[src/rtl/even_odd_div_classifier.sv]
// Streaming parity / divisibility classifier with a serial MSB-first remainder.
// Optional statistics counters are enabled by defining STAT_COUNTERS_EN.
module even_odd_div_classifier #(
  parameter int unsigned WIDTH     = 8,
  parameter int unsigned DIVISOR   = 3,
  parameter int unsigned CNT_WIDTH = 16
) (
  input  logic                 clk,
  input  logic                 rst_n,
  input  logic                 in_valid,
  output logic                 in_ready,
  input  logic [WIDTH-1:0]     in_data,
  output logic                 out_valid,
  input  logic                 out_ready,
  output logic                 out_even,
  output logic                 out_div,
  output logic [WIDTH-1:0]     out_rem,
  input  logic                 stat_clr,
  output logic [CNT_WIDTH-1:0] even_cnt,
  output logic [CNT_WIDTH-1:0] odd_cnt,
  output logic [CNT_WIDTH-1:0] div_cnt
);

  // The remainder is always < DIVISOR; one extra bit holds 2*rem+bit.
  localparam int unsigned RW = $clog2(DIVISOR);
  localparam int unsigned TW = RW + 1;
  localparam int unsigned IW = $clog2(WIDTH);

  typedef enum logic [1:0] {IDLE, CALC, DONE} state_t;

  state_t         state;
  logic [WIDTH-1:0] data;
  logic [RW-1:0]  rem;
  logic [IW-1:0]  idx;
  logic [TW-1:0]  t;
  logic [RW-1:0]  rem_nxt;

  assign in_ready = (state == IDLE);

  // One restoring-division step: shift in the next operand bit, subtract once.
  always_comb begin
    t       = {rem, data[idx]};
    rem_nxt = RW'(t);
    if (t >= TW'(DIVISOR)) begin
      rem_nxt = RW'(t - TW'(DIVISOR));
    end
  end

  always_ff @(posedge clk or negedge rst_n) begin
    if (!rst_n) begin
      state     <= IDLE;
      data      <= '0;
      rem       <= '0;
      idx       <= '0;
      out_valid <= 1'b0;
      out_even  <= 1'b0;
      out_div   <= 1'b0;
      out_rem   <= '0;
    end else begin
      case (state)
        IDLE: begin
          if (in_valid) begin
            data     <= in_data;
            out_even <= ~in_data[0];
            rem      <= '0;
            idx      <= IW'(WIDTH - 1);
            state    <= CALC;
          end
        end
        CALC: begin
          rem <= rem_nxt;
          idx <= idx - IW'(1);
          if (idx == '0) begin
            out_rem   <= WIDTH'(rem_nxt);
            out_div   <= (rem_nxt == '0);
            out_valid <= 1'b1;
            state     <= DONE;
          end
        end
        DONE: begin
          if (out_ready) begin
            out_valid <= 1'b0;
            state     <= IDLE;
          end
        end
        default: state <= IDLE;
      endcase
    end
  end

`ifdef STAT_COUNTERS_EN
  logic hs;
  assign hs = out_valid && out_ready;

  // Saturating result counters; a clear request beats a coincident increment.
  always_ff @(posedge clk or negedge rst_n) begin
    if (!rst_n) begin
      even_cnt <= '0;
      odd_cnt  <= '0;
      div_cnt  <= '0;
    end else if (stat_clr) begin
      even_cnt <= '0;
      odd_cnt  <= '0;
      div_cnt  <= '0;
    end else if (hs) begin
      if (out_even && (even_cnt != '1)) even_cnt <= even_cnt + CNT_WIDTH'(1);
      if (!out_even && (odd_cnt != '1)) odd_cnt  <= odd_cnt + CNT_WIDTH'(1);
      if (out_div && (div_cnt != '1))   div_cnt  <= div_cnt + CNT_WIDTH'(1);
    end
  end
`else
  logic unused_stat_clr;
  assign unused_stat_clr = stat_clr;
  assign even_cnt = '0;
  assign odd_cnt  = '0;
  assign div_cnt  = '0;
`endif

endmodule
[config.mk]
export PLATFORM = sky130hd
export DESIGN_NAME = even_odd_div_classifier
export DESIGN_NICKNAME = d
export VERILOG_FILES = /design/src/rtl/even_odd_div_classifier.sv
export SDC_FILE = /design/constraint.sdc
export NUM_CORES = 1
export LEC_CHECK = 0
export BUFFER_PORTS_ARGS = -buffer_cell sky130_fd_sc_hd__buf_4
export CORE_MARGIN = 2
export CORE_UTILIZATION = 48
export CTS_CLUSTER_DIAMETER = 30
export DETAILED_ROUTE_END_ITERATION = 8
export GPL_TIMING_DRIVEN = 0
export PLACE_DENSITY = 0.85
export REMOVE_ABC_BUFFERS = 1
export SYNTH_ARGS = -nofsm -noshare
export SYNTH_HDL_FRONTEND = slang
export SYNTH_SLANG_ARGS = --single-unit
[constraint.sdc]
create_clock -name clk -period 6.79 [get_ports clk]
set_clock_uncertainty 0.1 [all_clocks]
set_input_delay 1.6975 -clock clk [delete_from_list [all_inputs] [get_ports clk]]
set_output_delay 1.6975 -clock clk [all_outputs]
set_load 0.005 [all_outputs]
Word level (Yosys, flattened, before mapping)

Index checks and enable logic that the tools add are counted.

Register bits: 20
Word-level logic and storage cells: 42

Equality and inequality tests: 5
Reductions and logical operators: 10
$lt $le $gt $ge: 2
Add/subtract/negate cells: 2
Mux-type cells: 14
Bitwise operators: 1

Operators with widths:

| cell                                                              | number |
|---|---|
| 2-to-1 mux 2 bit                                                  | 5 |
| inequality test 2 bit, second input constant                      | 3 |
| case mux 2 bit (3 select lines)                                   | 1 |
| case mux 3 bit (2 select lines)                                   | 1 |
| AND reduction 2 bit                                               | 3 |
| AND reduction 3 bit                                               | 2 |
| zero test 2 bit                                                   | 2 |
| < comparator 3 x 4 -> 1 bit, second input constant                | 1 |
| case mux 2 bit (2 select lines)                                   | 1 |
| nonzero test 2 bit                                                | 2 |
| binary-select mux 1 bit (select 3 bit)                            | 1 |
| greater-or-equal comparator 3 x 2 -> 1 bit, second input constant | 1 |
| zero test 3 bit                                                   | 1 |
| 2-to-1 mux 1 bit                                                  | 3 |
| 2-to-1 mux 3 bit                                                  | 1 |
| subtractor 3 x 1 -> 3 bit, second input constant                  | 1 |
| == test 2 x 1 -> 1 bit, second input constant                     | 1 |
| == test 2 bit, second input constant                              | 1 |
| case mux 1 bit (2 select lines)                                   | 1 |
| subtractor 2 bit, second input constant                           | 1 |
| NOT 1 bit                                                         | 1 |

Depth between registers and ports, before layout

Word-level depth: 5
Gate-level depth with buffers: 8
Depth with buffers taken out: 8

Worst setup path before layout

OpenSTA, ideal clock, no wires.

Kind: input port to flip-flop
Start: input in_valid
End: register idx[0]
Path slack: 4325 ps
Stages on the path: 4
Setup time: 78 ps
Data arrival time: 2287 ps
Cells stage by stage: nand2b_1 > nor2_1 > nor3_1 > a21oi_1

Longest elaborated chain between the ends: 2

Ends and longest elaborated chain:

| item                                   | line | source |
|---|---|---|
| from (decl)                            | 10   | `input logic in_valid,` |
| inequality test 2 bit (no source line) | n/a  |  |
| AND reduction 2 bit (no source line)   | n/a  |  |
| to (signal assigned)                   | 66   | `idx <= IW'(WIDTH - 1);` |
| to (signal assigned)                   | 72   | `idx <= idx - IW'(1);` |
| to (decl)                              | 34   | `logic [IW-1:0] idx;` |

Every way passes these cells.
A chain may end at the register's enable or synchronous reset.

Worst setup path in the final report

Start: register state[1]
End: output in_ready

Longest elaborated chain between the ends: 1

Ends and longest elaborated chain:

| item                   | line | source |
|---|---|---|
| from (decl)            | 31   | `state_t state;` |
| from (signal assigned) | 51   | `state <= IDLE;` |
| from (signal assigned) | 67   | `state <= CALC;` |
| from (signal assigned) | 77   | `state <= DONE;` |
| zero test 2 bit        | 38   | `assign in_ready = (state == IDLE);` |
| to (decl)              | 11   | `output logic in_ready,` |

Every way passes these cells.

==> results by group <==
Pwr
  • Pwr Density: 385 nW/µm²
  • Highest ir drop seen on vdd: between 200 and 250 µV
  • Leakage: 0.762 nW

Global route
  • Total track usage: 12.4%
  • Initial antenna violation count: 0
  • GRT overflow: 0
  • Largest net degree at the start of global routing: 21
  • Number of global-route vias before repair: around 740
  • Global-route wire length before repair: approximately 3100 µm

Logic synthesis
  • Synth Area in Compound Gates: under 10%
  • Synth Area in Simple Gates: 17.3%
  • Syn avg cell area: 8.73 µm²
  • Largest family of logic cells by synthesized area: buffers and inverters
  • Synth unique cells: 22
  • YS warnings: 0
  • Sequential element share of the synthesized area: 36.7%
  • Synth Register Bits: 20
  • Syn Inst Count: 156
  • Synth Cell Area: 1360 µm²
  • Post-synthesis mux area share: 6.24%
  • Synth Area in Adders: 2.75%
  • XOR/XNOR share of the synthesized area: 0%

Critical path
  • Req. time, crit path: 4.99 ns
  • Depth of the worst register-to-register path: 8
  • Startpoint Class: flop
  • Critical path endpoint category: output port
  • Critical path arrival: 1.05 ns
  • Reg2Reg Setup Slack: 4.28 ns
  • RR Endpoint: out_rem[0]
  • R2r startpoint: idx[0]
  • Crit path max fanout: 8
  • Kind of critical path: flop to output port

Final layout
  • Register Area: 500 µm²
  • Fill count: between 200 and 300
  • Diodes inserted: 0
  • Area occupied by multi-input gates: roughly 640 µm²
  • Layout Nets: 192
  • Area Growth Syn to Fin: -0.551%
  • Share of cells above drive strength 1: around an eighth
  • Most common cell after layout, fill and taps aside: conb_1
  • Most frequent cells in the layout: conb_1 (54), nand2_1 (34), dfrtp_1 (20)

Timing
  • Final setup margin: 3.95 ns
  • Final number of max-transition violations: 0
  • Crit share post-route: about two fifths
  • Final setup violation count: 0
  • Fin. Hold Viols: 0
  • Tmin final: 2.84 ns
  • Fmax: roughly 0.35 GHz
  • RSZ-0062 raised after global routing: false
  • Slew HR: 57.2%
  • Setup_tns: 0 ns
  • Worst Tran Pin Value: 0.639 ns

Drt
  • Post-DRT Antenna Nets: 0
  • Drt total wl: 1870 µm
  • Wirelength per Cell: approximately 9.1 µm
  • # DRC: 0
  • Vias/cell: 4.26
  • Initial detailed-routing violation count: 6
  • Via count: 877
  • DRT Pass-1 Iters: 4

Job
  • Max cap viols: 0

Placed design
  • DP Worst Slack: 4.00 ns
  • I/O Buffers: 17
  • Dpl hpwl: 1480 µm
  • Final RePlAce weighted congestion: 0.787

Floorplan
  • Initial core utilization: 49.8%
  • Die H: 57.3 µm
  • Num rows: 19
  • Die area: 3280 µm²
  • Die span in x: 57.3 µm
  • CORE AREA: 2730 µm²
  • IO Pins: between 70 and 80

Worst hold path
  • WHS Endpoint: data[3]
  • Hold Crit Class: flop to flop
  • Hold wc startpoint: data[3]
  • Hold Path Stages: 2

Clocking
  • H-tree depth: 1
  • Clock root cell: clkbuf_4
  • Max Buffers Root-to-Sink: 2
  • Total CTS buffers: 3
  • Post-CTS Setup Inserts: 0
  • CTS tree: built
  • Clock transition at path regs: 0.11 ns
  • Clk Latency, worst-skew pair: ~0.30 ns
  • Clk sinks: 20
  • Post-CTS Hold Fix Bufs: 0
  • Post-CTS Resized: 0

Outcome
  • Status: finished, final reports clean
==> synth_stat cells <==
master / instances / area share (%)
nor3_1: 1 / 0.37
nor2_1: 8 / 2.2
nand3_1: 3 / 1.1
inv_1: 3 / 0.83
clkbuf_1: 1 / 0.28
nand2_1: 34 / 9.4
mux4_1: 2 / 3.9
mux2i_4: 1 / 1.7
o31ai_1: 1 / 0.55
a21oi_1: 3 / 1.1
o21ai_0: 10 / 3.7
buf_4: 54 / 30
a22oi_1: 1 / 0.55
mux2i_1: 1 / 0.73
or2_2: 1 / 0.46
ha_1: 3 / 2.8
conb_1: 1 / 0.28
nor2b_1: 2 / 0.92
and3_1: 1 / 0.46
nand2b_1: 4 / 1.8
dfrtp_1: 20 / 37
or4_1: 1 / 0.55
==> flip-flops by register name, indices dropped and copies added, names as in the netlist <==
signal	count
out_div	1
idx	3
out_rem	2
data	8
state	2
rem	2
out_even	1
out_valid	1
==> report_power, final <==
group,switching [mW],internal [mW],total (mW)
clock,0.0363,0.0327,0.0690
combinational,0.130,0.113,0.243
sequential,0.0377,0.173,0.211
total,0.204,0.318,0.522
==> metrics by stage <==
stage	instances	instance area [µm²]	hold slack [ns]	power, mW	utilization [%]
2_1_floorplan	154	1150	0.337	0.387	-
3_3_place_gp	202	1320	0.351	0.448	48.2
3_5_place_dp	202	1320	0.356	0.458	48.2
4_1_cts	206	1360	0.382	0.528	49.6
5_1_grt	206	1360	0.412	0.578	49.6
6_report	206	1360	0.374	0.522	49.6
==> cell families after synthesis <==
| kind of cell | after synthesis |
|---|---|
| AOI/OAI and AO/OA | 15 |
| adders and majority gates | 3 |
| buffers and inverters | 58 |
| DFF | 20 |
| muxes | 4 |
| other | 1 |
| and+or+nand+nor | 55 |
==> how the worst max path moves through the flow <==
stage | end | depth (start not counted) | from
floorplan | idx[0] | 4 | in_valid
global placement | idx[1] | 5 | in_valid
detailed placement | idx[1] | 5 | in_valid
CTS | in_ready | 2 | state[1]
global route | in_ready | 2 | state[0]
finish | in_ready | 2 | state[1]
==> per-layer routing <==
layer,wire length (µm),track usage (%),vias up
met2,1010,20.7,28
met4,8,3.32,0
met3,122,6.35,2
met5,0,0,-
li1,-,-,432
met1,737,14.0,415
==> worst max-delay path, cell delays in order (launching register included) <==
cell and delay [ns]:
dfrtp_1 0.47, nor2_1 0.15, buf_4 0.13
==> area by class of cell <==
cell class,count,share of cell area (%)
timing repair buffer,17,9.42
tap,31,2.86
sequential,20,36.9
inverter,3,0.831
multi-input combinational,131,47.3
clock buffer,4,2.68
Note: power is estimated with default switching activity, not from simulation.
